$ cat src/rtl/mem_port_arbiter.sv
// mem_port_arbiter: shares one unified instruction/data memory between the
// CPU core and the debug/loader port. Each access is one strobe, a fixed
// read-latency wait, and a one-cycle ack. Round-robin arbitration, with
// dbg_hold keeping the CPU off the memory. All outputs are registered.
module mem_port_arbiter #(
    parameter int ADDR_W = 9,
    parameter int DATA_W = 32,
    parameter int RD_LAT = 1
) (
    input  logic              clk,
    input  logic              rst,
    input  logic              cpu_req,
    input  logic              cpu_we,
    input  logic [ADDR_W-1:0] cpu_addr,
    input  logic [DATA_W-1:0] cpu_wdata,
    output logic              cpu_ack,
    output logic [DATA_W-1:0] cpu_rdata,
    input  logic              dbg_req,
    input  logic              dbg_we,
    input  logic [ADDR_W-1:0] dbg_addr,
    input  logic [DATA_W-1:0] dbg_wdata,
    output logic              dbg_ack,
    output logic [DATA_W-1:0] dbg_rdata,
    input  logic              dbg_hold,
    output logic              mem_re,
    output logic              mem_we,
    output logic [ADDR_W-1:0] mem_addr,
    output logic [DATA_W-1:0] mem_wdata,
    input  logic [DATA_W-1:0] mem_rdata,
    output logic              busy,
    output logic              owner
);

    typedef enum logic [1:0] {
        IDLE  = 2'd0,
        ISSUE = 2'd1,
        WAIT  = 2'd2,
        DONE  = 2'd3
    } state_t;

    state_t            state_r;
    state_t            state_s;
    logic [2:0]        cnt_r;
    logic              last_r;       // 1 = debug owned the previous access
    logic              owner_r;
    logic              we_r;
    logic [ADDR_W-1:0] addr_r;
    logic [DATA_W-1:0] wdata_r;
    logic              mem_re_r;
    logic              mem_we_r;
    logic              cpu_ack_r;
    logic              dbg_ack_r;
    logic              busy_r;
    logic [DATA_W-1:0] cpu_rdata_r;
    logic [DATA_W-1:0] dbg_rdata_r;

    logic              cpu_elig_s;
    logic              dbg_elig_s;
    logic              grant_s;
    logic              grant_dbg_s;
    logic              cnt_last_s;
    logic              sel_we_s;
    logic [ADDR_W-1:0] sel_addr_s;
    logic [DATA_W-1:0] sel_wdata_s;

    // Next-state logic and round-robin grant decision.
    always_comb begin
        state_s     = state_r;
        grant_s     = 1'b0;
        grant_dbg_s = 1'b0;
        cpu_elig_s  = cpu_req & ~dbg_hold;
        dbg_elig_s  = dbg_req;
        cnt_last_s  = (cnt_r == 3'd1);
        case (state_r)
            IDLE: begin
                if (cpu_elig_s && dbg_elig_s) begin
                    // Tie: the requester that did not own the last access wins.
                    grant_s     = 1'b1;
                    grant_dbg_s = ~last_r;
                end else if (dbg_elig_s) begin
                    grant_s     = 1'b1;
                    grant_dbg_s = 1'b1;
                end else if (cpu_elig_s) begin
                    grant_s     = 1'b1;
                    grant_dbg_s = 1'b0;
                end else begin
                    grant_s     = 1'b0;
                    grant_dbg_s = 1'b0;
                end
                if (grant_s) begin
                    state_s = ISSUE;
                end else begin
                    state_s = IDLE;
                end
            end
            ISSUE: begin
                if (we_r) begin
                    state_s = DONE;
                end else begin
                    state_s = WAIT;
                end
            end
            WAIT: begin
                if (cnt_last_s) begin
                    state_s = DONE;
                end else begin
                    state_s = WAIT;
                end
            end
            DONE: begin
                state_s = IDLE;
            end
            default: begin
                state_s = IDLE;
            end
        endcase
    end

    // Request mux feeding the grant-time capture registers.
    always_comb begin
        sel_we_s    = cpu_we;
        sel_addr_s  = cpu_addr;
        sel_wdata_s = cpu_wdata;
        if (grant_dbg_s) begin
            sel_we_s    = dbg_we;
            sel_addr_s  = dbg_addr;
            sel_wdata_s = dbg_wdata;
        end else begin
            sel_we_s    = cpu_we;
            sel_addr_s  = cpu_addr;
            sel_wdata_s = cpu_wdata;
        end
    end

    // FSM state register.
    always_ff @(posedge clk or negedge rst) begin
        if (!rst) begin
            state_r <= IDLE;
        end else begin
            state_r <= state_s;
        end
    end

    // Capture the winner's command at the grant edge; it is not re-sampled later.
    always_ff @(posedge clk or negedge rst) begin
        if (!rst) begin
            owner_r <= 1'b0;
            last_r  <= 1'b1;
            we_r    <= 1'b0;
            addr_r  <= '0;
            wdata_r <= '0;
        end else if (grant_s) begin
            owner_r <= grant_dbg_s;
            last_r  <= grant_dbg_s;
            we_r    <= sel_we_s;
            addr_r  <= sel_addr_s;
            wdata_r <= sel_wdata_s;
        end
    end

    // Strobes, acks and busy are registered from the next state.
    always_ff @(posedge clk or negedge rst) begin
        if (!rst) begin
            mem_re_r  <= 1'b0;
            mem_we_r  <= 1'b0;
            cpu_ack_r <= 1'b0;
            dbg_ack_r <= 1'b0;
            busy_r    <= 1'b0;
        end else begin
            mem_re_r  <= grant_s & ~sel_we_s;
            mem_we_r  <= grant_s & sel_we_s;
            cpu_ack_r <= (state_s == DONE) & ~owner_r;
            dbg_ack_r <= (state_s == DONE) & owner_r;
            busy_r    <= (state_s != IDLE);
        end
    end

    // Read-latency down-counter: loaded in ISSUE, last WAIT cycle is cnt==1.
    always_ff @(posedge clk or negedge rst) begin
        if (!rst) begin
            cnt_r <= 3'd0;
        end else if (state_r == ISSUE) begin
            cnt_r <= 3'(RD_LAT);
        end else if ((state_r == WAIT) && !cnt_last_s) begin
            cnt_r <= cnt_r - 3'd1;
        end
    end

    // Memory read data lands in the owner's register only; the other holds.
    always_ff @(posedge clk or negedge rst) begin
        if (!rst) begin
            cpu_rdata_r <= '0;
            dbg_rdata_r <= '0;
        end else if ((state_r == WAIT) && cnt_last_s) begin
            if (owner_r) begin
                dbg_rdata_r <= mem_rdata;
            end else begin
                cpu_rdata_r <= mem_rdata;
            end
        end
    end

    assign cpu_ack   = cpu_ack_r;
    assign dbg_ack   = dbg_ack_r;
    assign cpu_rdata = cpu_rdata_r;
    assign dbg_rdata = dbg_rdata_r;
    assign mem_re    = mem_re_r;
    assign mem_we    = mem_we_r;
    assign mem_addr  = addr_r;
    assign mem_wdata = wdata_r;
    assign busy      = busy_r;
    assign owner     = owner_r;

endmodule

$ cat config.mk
export PLATFORM = sky130hd
export DESIGN_NAME = mem_port_arbiter
export DESIGN_NICKNAME = d
export VERILOG_FILES = /design/src/rtl/mem_port_arbiter.sv
export SDC_FILE = /design/constraint.sdc
export NUM_CORES = 1
export LEC_CHECK = 0
export ABC_AREA = 1
export ABC_CLOCK_PERIOD_IN_PS = 3790
export BUFFER_PORTS_ARGS = -buffer_cell sky130_fd_sc_hd__buf_2
export CORE_AREA = 3 3 106 108
export CTS_CLUSTER_SIZE = 16
export DETAILED_ROUTE_END_ITERATION = 16
export DIE_AREA = 0 0 109 111
export HOLD_SLACK_MARGIN = 0.02
export MAX_ROUTING_LAYER = met4
export PLACE_DENSITY = 0.85
export SKIP_LAST_GASP = 1
export SLEW_MARGIN = 30
export SYNTH_ARGS = -nofsm -noshare
export SYNTH_HDL_FRONTEND = slang
export SYNTH_SLANG_ARGS = --single-unit
$ cat constraint.sdc
create_clock -name clk -period 3.79 [get_ports clk]
set_input_delay 0.9475 -clock clk [delete_from_list [all_inputs] [get_ports clk]]
set_output_delay 0.9475 -clock clk [all_outputs]
set_load 0.02 [all_outputs]
Yosys cells after proc, flatten, opt, wreduce, memory -nomap -nowiden
Cells that the tools add are included.

word-level totals
  output and inout port bits = 111
  word-level logic and storage cells = 55
  register bits after elaboration = 118
  bits of input ports = 121

operators by class
  mux-type cells = 17
  bitwise operators = 9
  reductions and logical operators = 9
  add/sub/neg operators = 1
  equal/unequal tests = 5

operator list
  kind                 count
  $mux 32              1
  $mux 1               12
  $mux 9               1
  $pmux 2 s4           1
  $eq 2x2->1 const B   3
  $mux 3               2
  $and 1x1->1          5
  $not 1->1            4
  $reduce_and 2->1     2
  $reduce_bool 2->1    2
  $eq 3x1->1 const B   1
  $logic_and 1x1->1    3
  $sub 3x1->3 const B  1
  $eq 2x1->1 const B   1
  $logic_not 2->1      1
  $logic_not 1->1      1

Longest topological paths before layout
Gate-level depths: netlist of the first run.

  word-level depth = 10
  gate-level depth with buffers = 9
  mapped depth without buffers = 8

Least setup slack after synthesis of the first run
OpenSTA, ideal clock, no wires.

  path kind = in2reg
  start point = in dbg_hold
  end point = reg addr_r[0] (netlist: mem_addr[0])
  path buffers = 1
  slack = 2045 ps
  stages on the path = 7
  data required time = 3672 ps
  arrival time = 1627 ps
  cell sequence = inv_2 nand2_1 a21oi_4 inv_2 buf_6 nand2_1 nand2_1

on the way
  word-level cells in the longest chain between the ends = 7
  elaborated cells between the ends (all ways) = 11

RTL lines
  item                    RTL line  RTL
  start: declaration      24        input logic dbg_hold,
  $not 1->1 (*)           71        cpu_elig_s = cpu_req & ~dbg_hold;
  $and 1x1->1 (*)         71
  $mux 1                  83        end else if (cpu_elig_s) begin
  $mux 1                  80        end else if (dbg_elig_s) begin
  $mux 1                  76        if (cpu_elig_s && dbg_elig_s) begin
  $mux 1 (2 in series)    74        case (state_r)
  end signal: assignment  156       addr_r <= sel_addr_s;
  end: declaration        47        logic [ADDR_W-1:0] addr_r;

Mark *: on every way between the ends. The rest lies on a longest branch, timed or not. The select of a mux whose other input is x is not followed.
A chain may end at the register's enable or synchronous reset.

Worst setup path after layout of the first run
  start point = reg state_r[0]
  end point = reg wdata_r[9] (netlist: mem_wdata[9])

on the way
  word-level cells in the longest chain between the ends = 3
  elaborated cells between the ends (all ways) = 4

RTL lines
  item                      RTL line  RTL
  start: declaration        41        state_t state_r;
  start signal: assignment  140       state_r <= state_s;
  $logic_not 2->1 (*)       74
  $mux 1                    74
  $mux 32                   124       if (grant_dbg_s) begin
  end signal: assignment    157       wdata_r <= sel_wdata_s;
  end: declaration          48        logic [DATA_W-1:0] wdata_r;

Mark *: on every way between the ends. The rest lies on a longest branch, timed or not.

==> results of run 1 <==
[logic make-up (layout without fill, tap and decap cells)]
family / after synthesis / after routing
AOI/OAI and AO/OA: 70 / 70
xor gates and xnor gates: 1 / 1
adders and majority gates: 6 / 6
buffers and inverters: 162 / 399
DFF: 118 / 118
and+or+nand+nor: 300 / 300
[critical path, delay by kind of cell, from the launching register on]
family	cells	cell delay, ps
flip-flops	1	380
buffers and inverters	3	660
AND/OR/NAND/NOR	2	240
AO/OA/AOI/OAI	1	480
adder cells (fa/ha/maj)	1	210
[area by class of cell]
type	instances	area (um2)
fillers	876	3210
flip-flops and latches	118	2950
multi-input cells	377	1740
repair buffers	237	1200
inverters	130	488
clock buffers	19	442
well taps	136	170
clock inverters	13	123
[power by group through the flow]
stage	Combinational, mW	Sequential [mW]	Clock (mW)
3_5_place_dp	2.77	2.22	0
5_1_grt	3.06	2.29	1.58
4_1_cts	2.78	2.22	1.51
6_report	2.74	2.22	1.48
3_3_place_gp	2.68	2.22	0
2_1_floorplan	1.16	2.91	0
[routing by layer]
metal	global-route usage [%]	vias up	wire (um)
met5	-	-	0
met4	6.65	0	172
li1	-	2450	-
met1	29.9	2240	5660
met3	6.00	16	1270
met2	37.6	241	6590
[worst min path at each step]
stage / end / slack (ps) / depth (start not counted)
after floorplan: last_r$_DFFE_PN1P_ / 450 / 2
after CTS: mem_wdata[2]$_DFFE_PN0P_ / 480 / 2
after global placement: mem_addr[3]$_DFFE_PN0P_ / 460 / 2
final: mem_wdata[2]$_DFFE_PN0P_ / 470 / 2
after detailed placement: mem_addr[2]$_DFFE_PN0P_ / 460 / 2
after global routing: mem_wdata[5]$_DFFE_PN0P_ / 500 / 2
[metrics by stage]
step	hold slack, ps	setup slack, ps	std cells	power [mW]
2_1_floorplan	449	2050	657	4.07
3_3_place_gp	459	1290	998	4.90
3_5_place_dp	462	1230	998	4.99
4_1_cts	478	1700	1030	6.51
5_1_grt	501	1510	1030	6.93
6_report	473	1700	1030	6.45
[sequential cells by signal (all words and copies together), names as in the netlist, 2 cells and up]
| register | count |
|---|---|
| cpu_rdata | 32 |
| dbg_rdata | 32 |
| state_r | 2 |
| mem_addr | 9 |
| cnt_r | 3 |
| mem_wdata | 32 |
[cell usage in the layout (no fill, tap or decap), types with 4 or more instances in the layout]
cell / netlist / routed
buf_2: 11 / 230
buf_4: 4 / 7
clkbuf_16: 0 / 16
clkinvlp_4: 0 / 4
dfrtp_1: 117 / 117
ha_1: 6 / 6
inv_1: 127 / 127
nand2_1: 201 / 201
nand3_1: 89 / 89
nor2_1: 4 / 4
o21ai_0: 46 / 46
o21ai_1: 20 / 20
[Yosys cell counts (all sizes together)]
| library cell | instances |
|---|---|
| o21ai | 66 |
| buf | 25 |
| a21o | 1 |
| and2 | 1 |
| nor2 | 5 |
| clkbuf | 7 |
| xor2 | 1 |
| inv | 130 |
| dfrtp | 117 |
| dfstp | 1 |
| ha | 6 |
| nand3 | 92 |
| nand2 | 202 |
| a21oi | 3 |
==> summary.md, run 1 <==
| Metric | Value |
|---|---|
| Status | `finished clean` |
| P_int | `3.68 mW` |
| Max incr delay on CP | `480 ps` |
| Post-synth top area cell | `dfrtp_1` |
| Share of cells above drive strength 1 | `31.3%` |
| Largest family of logic cells by synthesized area | `simple AND/OR/NAND/NOR gates` |
| Syn_area_per_cell | `8.22 um2` |
| Cell row count | `37` |
| Hold_sp | `mem_wdata[2]$_DFFE_PN0P_` |
| Crit start category | `register` |
| Slowest CP cell | `a21oi_4` |
| Resized cells post-CTS | `0` |
| Post-Route Skew | `10.3 ps` |
| Simple-gate share of the synthesized area | `23.8%` |
| Clk pwr share | `22.9%` |
| Grt ovf | `0` |
| TritonRoute pass-1 iters | `5` |
| Gr usage total | `23.6%` |
| Worst min-delay path class | `register to register` |
| Dpl hpwl | `9700 um` |
| Post-CTS Setup Bufs | `0` |
| Post-synthesis cell type count | `25` |
| Critical path class | `register to register` |
| # port buffers | `231` |
| Area of the core | `10300 um2` |
| Die width | `109 um` |
| Worst Setup SP | `state_r[0]$_DFF_PN0_` |
| Fin util | `68.9%` |
| Leakage | `4.33 nW` |
| Max Freq | `479 MHz` |
| Via Count | `4947` |
| Sw power | `2.76 mW` |
| Vias in the first global route | `4844` |
| # IOs | `232` |
| Largest net degree at the start of global routing | `65` |
| Register-to-Register Path Depth | `7` |
| Critical R2R Capture | `mem_wdata[9]$_DFFE_PN0P_` |
| Wire per inst | `13.3 um` |
| Slew headroom | `44.7%` |
| Setup violations, final | `0` |
| Top post-synthesis cells by area | `dfrtp_1, nand2_1, inv_1, nand3_1, o21ai_0` |
| RSZ-0062 raised after global routing | `false` |
| Clock buffer depth | `2` |
| Mux cell area share after synthesis | `0%` |
| Final setup TNS | `0 ps` |
| Peak supply drop | `0.542 mV` |
| R2r setup slk | `1700 ps` |
| CTS tree | `yes` |
| Slew @ Worst Pin | `826 ps` |
| Reg power frac | `34.5%` |
| CTS Root Cell | `clkbuf_8` |
| Crit-path cells | `inv_1, ha_1, inv_1, a21oi_4, inv_2, nand2_1, nand2_1` |
| Sw Ratio | `42.9%` |
| WL final | `13700 um` |
| Final period utilization | `55.1%` |
| Post-synthesis compound-gate area fraction | `6.81%` |
| Fin area | `7120 um2` |
| Net Count, Synth | `784` |
| Initial DRC Count | `357` |
| Global-route wire length before repair | `22300 um` |
| Cell area after placement | `6550 um2` |
| Critical path endpoint category | `register` |
| Synth Register Bits | `118` |
| Vias/cell | `4.80` |
| Logic pwr share | `42.6%` |
| Final Hold Viols | `0` |
| Worst-path clk slew | `60 ps` |
| RD Place Congestion | `0.801` |
| CP max FO | `44` |
| Die ar. | `12100 um2` |
| CP endpoint | `mem_wdata[9]$_DFFE_PN0P_` |
| Vertical die dimension | `111 um` |
| Nets | `1008` |
| WP data arrival | `2460 ps` |
| Total CTS buffers | `17` |
| Clk sinks | `118` |
| Initial Util | `52.3%` |
| Hold_buf cts | `0` |
| Max_cap viols | `0` |
| Post-synthesis cell area | `5400 um2` |
| Sequential element share of the synthesized area | `54.7%` |
| Critical path required time | `4160 ps` |
| Diodes inserted | `0` |
| PD cells | `906 nW/um2` |
| Synth Area in Adders | `1.39%` |
| Area share of the largest cell type after synthesis | `54.2%` |
| Initial antenna violation count | `0` |
| Final min period | `2090 ps` |
| Synth-to-layout area growth | `31.7%` |
| Syn Inst Count | `657` |
| DRC | `0` |
| Skew-Pair Late Insertion Delay | `490 ps` |
| RR Startpoint | `state_r[0]$_DFF_PN0_` |
| Routed Antenna Nets | `0` |
| Post-Synth XOR/XNOR Area | `0.162%` |
| Fin. max-slew vios | `0` |
| H-tree Lvls | `4` |
| Ys Warns | `0` |
Power figures use the tool's default switching activity.
==> run 2, diff against run 1 <==
ABC_AREA = 0   (was 1)
ABC_CLOCK_PERIOD_IN_PS = 1700   (was 3790)
CORE_AREA = 3 3 117 119   (was 3 3 106 108)
DIE_AREA = 0 0 120 122   (was 0 0 109 111)
PLACE_DENSITY = 0.76   (was 0.85)
clock period = 1.7 ns   (was 3.79 ns; I/O delays follow)
==> summary.md, run 2 <==
| Metric | Value |
|---|---|
| Post-Route Skew | `9.25 ps (-1.03 ps)` |
| Top_reg_cell synth | `dfrtp_1` |
| Routed Antenna Nets | `0 (unchanged)` |
| Syn_area_per_cell | `12.7 um2 (+54%)` |
| Logic pwr share | `47.5% (+4.9 points)` |
| RD Place Congestion | `0.832 (+4.0%)` |
| Synth Area in Adders | `1.36% (-0.033 points)` |
| Net Count, Synth | `564 (-28%)` |
| Peak supply drop | `0.846 mV (+56%)` |
| Sequential element share of the synthesized area | `53.4% (-1.3 points)` |
| Simple-gate share of the synthesized area | `4.93% (-19 points)` |
| Vertical die dimension | `122 um (+9.9%)` |
| Dpl hpwl | `11100 um (+14%)` |
| Nets | `810 (-20%)` |
| Post-synth EDFFs | `0 (unchanged)` |
| Vias in the first global route | `4942 (+2.0%)` |
| Total power | `16.4 mW (+150%)` |
| Crit start category | `register` |
| Final min period | `1720 ps (-366 ps)` |
| H-tree Lvls | `4 (unchanged)` |
| Fin util | `62.3% (-6.6 points)` |
| Max_cap viols | `0 (unchanged)` |
| Sw Ratio | `38.5% (-4.4 points)` |
| Reg power frac | `30.7% (-3.8 points)` |
| Setup violations, final | `27 (+27)` |
| CTS Root Cell | `clkbuf_16` |
| Placed cell count | `822 (-18%)` |
| Cell area after placement | `7040 um2 (+7.5%)` |
| Diodes inserted | `0 (unchanged)` |
| Initial Util | `43.7% (-8.7 points)` |
| Initial DRC Count | `300 (-16%)` |
| RSZ-0062 raised after global routing | `true` |
| Clk sinks | `118 (unchanged)` |
| Die width | `120 um (+10%)` |
| Worst min-delay path class | `input pin to register` |
| Total CTS buffers | `17 (unchanged)` |
| Global-route wire length before repair | `25800 um (+16%)` |
| Post-synthesis cell area | `5530 um2 (+2.4%)` |
| Grt ovf | `0 (unchanged)` |
| P_int | `10.1 mW (+170%)` |
| Synth-to-layout area growth | `42.6%` |
| Status | `finished, violations left` |
| Violated checks | `setup timing` |
| TritonRoute pass-1 iters | `5 (unchanged)` |
| Clock buffer depth | `2 (unchanged)` |
| WP data arrival | `2020 ps (-440 ps)` |
| Area share of the largest cell type after synthesis | `52.9% (-1.3 points)` |
| Fin area | `7890 um2 (+11%)` |
| CP max FO | `5 (-89%)` |
| WL final | `16600 um (+21%)` |
| Mux cell area share after synthesis | `15.2% (+15 points)` |
| # port buffers | `231 (unchanged)` |
| Slew headroom | `72.9% (+28 points)` |
| Top post-synthesis cells by area | `dfrtp_1, mux2_4, o221ai_1, o22a_1, o21a_1` |
| Gr usage total | `23.3% (-0.28 points)` |
| Largest family of logic cells by synthesized area | `compound AO/OA/AOI/OAI gates` |
| Most numerous cell in the Yosys netlist | `dfrtp_1` |
| Final period utilization | `101% (+46 points)` |
| Initial antenna violation count | `0 (unchanged)` |
| Post-synthesis compound-gate area fraction | `20.4% (+14 points)` |
| Share of cells above drive strength 1 | `53.4% (+22 points)` |
| Post-Synth XOR/XNOR Area | `0% (-0.16 points)` |
| Slew @ Worst Pin | `401 ps (-425 ps)` |
| Clk pwr share | `21.8% (-1.1 points)` |
| Non-filler instance count after layout | `868 (-16%)` |
| Via Count | `4705 (-4.9%)` |
| Cell row count | `41 (+11%)` |
| Wire per inst | `19.1 um (+43%)` |
| Fill count | `985 (+12%)` |
| Largest net degree at the start of global routing | `53 (-18%)` |
| Leakage | `3.65 nW (-16%)` |
| Critical path class | `register to register` |
| Worst-path clk slew | `60 ps (about the same)` |
| Die ar. | `14600 um2 (+21%)` |
| CTS tree | `yes` |
| # IOs | `232 (unchanged)` |
| Ys Warns | `0 (unchanged)` |
| Most frequent cells in the layout | `buf_2, dfrtp_1, nand2_1` |
| Most common cell after layout, fill and taps aside | `buf_2` |
| Post-synth top area cell | `dfrtp_1` |
| DRC | `0 (unchanged)` |
| Final hold slack | `246 ps (-227 ps)` |
| Critical path required time | `2000 ps (-2160 ps)` |
| Max Freq | `580 MHz (+21%)` |
| Syn Inst Count | `437 (-33%)` |
| Critical path endpoint category | `register` |
| Synth Register Bits | `118 (unchanged)` |
| PD cells | `2080 nW/um2 (+130%)` |
| Final Hold Viols | `0 (unchanged)` |
| Top cells by count, synth | `dfrtp_1, nand2_1, o21a_1, o221ai_1, o22a_1` |
| Vias/cell | `5.42 (+13%)` |
| Sw power | `6.31 mW (+130%)` |
| Area of the core | `12700 um2 (+23%)` |
| Fin. max-slew vios | `0 (unchanged)` |
| Final setup margin | `-23.3 ps (-1720 ps)` |
| Ys async rst share | `100% (unchanged)` |
| Skew-Pair Late Insertion Delay | `410 ps (-80 ps)` |
| Post-synthesis cell type count | `33 (+32%)` |
## run 2: changes by cell type in the layout (fill, tap and decap cells not counted), moves of 20 or more
cell,change
nand2_1,-156
inv_1,-125
nand3_1,-89
o21ai_0,-45
o21a_1,+44
o221ai_1,+42
o22a_1,+42
mux2_4,+32
mux2_2,+25
o21ai_1,-20
## run 2: area by class of cell
cell class	count	area (um2)	share of cell area (%)
Sequential cell	118	2950	37.4
Multi-Input combinational cell	269	2370	30.1
Timing Repair Buffer	273	1740	22.1
Clock buffer	19	443	5.61
Tap cell	172	215	2.73
Clock inverter	13	148	1.87
Inverter	4	15.0	0.190
## run 2: per-stage QoR
step	setup TNS (ps)	worst slack, ps
5_1_grt	-3210	-81.6
4_1_cts	-240	-19.4
3_5_place_dp	-531	-52.4
3_3_place_gp	-2.03	-2.03
6_report	-203	-23.3
2_1_floorplan	0	29.8
## run 2: worst max-delay path, stage by stage (launching register included)
cell	delay, ps
dfrtp_1	390
inv_2	80
ha_4	130
and3b_2	210
nor2b_4	210
buf_12	150
clkbuf_16	140
mux2_4	300
## run 2: what timing repair did
action / 4_1_cts / 5_1_grt
endpoints found under the setup margin: 32 / 65
buffers inserted: 8 / 2
hold buffers: 1 / 0
endpoints found under the hold margin: 15 / 0
gates cloned: 3 / 2
pin swaps: 1 / 1
gates resized for setup: 14 / 8
## run 2: final timing paths
kind                                            from                         to  slack (ps)  cells past startpoint
min in group asynchronous                        rst  dbg_rdata[23]$_DFFE_PN0P_         450                      2
max in group asynchronous                        rst  mem_wdata[29]$_DFFE_PN0P_         690                      3
setup / recovery                cnt_r[1]$_DFFE_PN0P_  cpu_rdata[27]$_DFFE_PN0P_         -20                      7
hold reg to reg            dbg_rdata[10]$_DFFE_PN0P_  dbg_rdata[10]$_DFFE_PN0P_         490                      1
setup reg to reg                cnt_r[1]$_DFFE_PN0P_  cpu_rdata[27]$_DFFE_PN0P_         -20                      7
hold / removal                          mem_rdata[2]   dbg_rdata[2]$_DFFE_PN0P_         250                      2
## run 2: routing by layer
| metal | GRT usage, % | up-vias | share of wire [%] |
|---|---|---|---|
| met1 | 27.8 | 2291 | 40 |
| met5 | - | - | 0 |
| li1 | - | 2134 | - |
| met3 | 7.20 | 22 | 9.7 |
| met2 | 37.8 | 258 | 48 |
| met4 | 7.87 | 0 | 1.7 |
## run 2: cells by family after synthesis
| logic type | after synthesis |
|---|---|
| buf+inv | 50 |
| mux | 65 |
| fa+ha+maj | 6 |
| compound gates | 137 |
| simple gates | 61 |
| flops | 118 |
## run 2: power groups by stage
stage | Sequential [mW] | Combinational (mW) | Clock, mW
floorplan | 6.49 | 3.22 | 0
global placement | 4.94 | 7.04 | 0
detailed placement | 5.01 | 7.27 | 0
CTS | 5.01 | 7.71 | 3.66
global route | 5.17 | 8.27 | 3.77
finish | 5.04 | 7.79 | 3.58
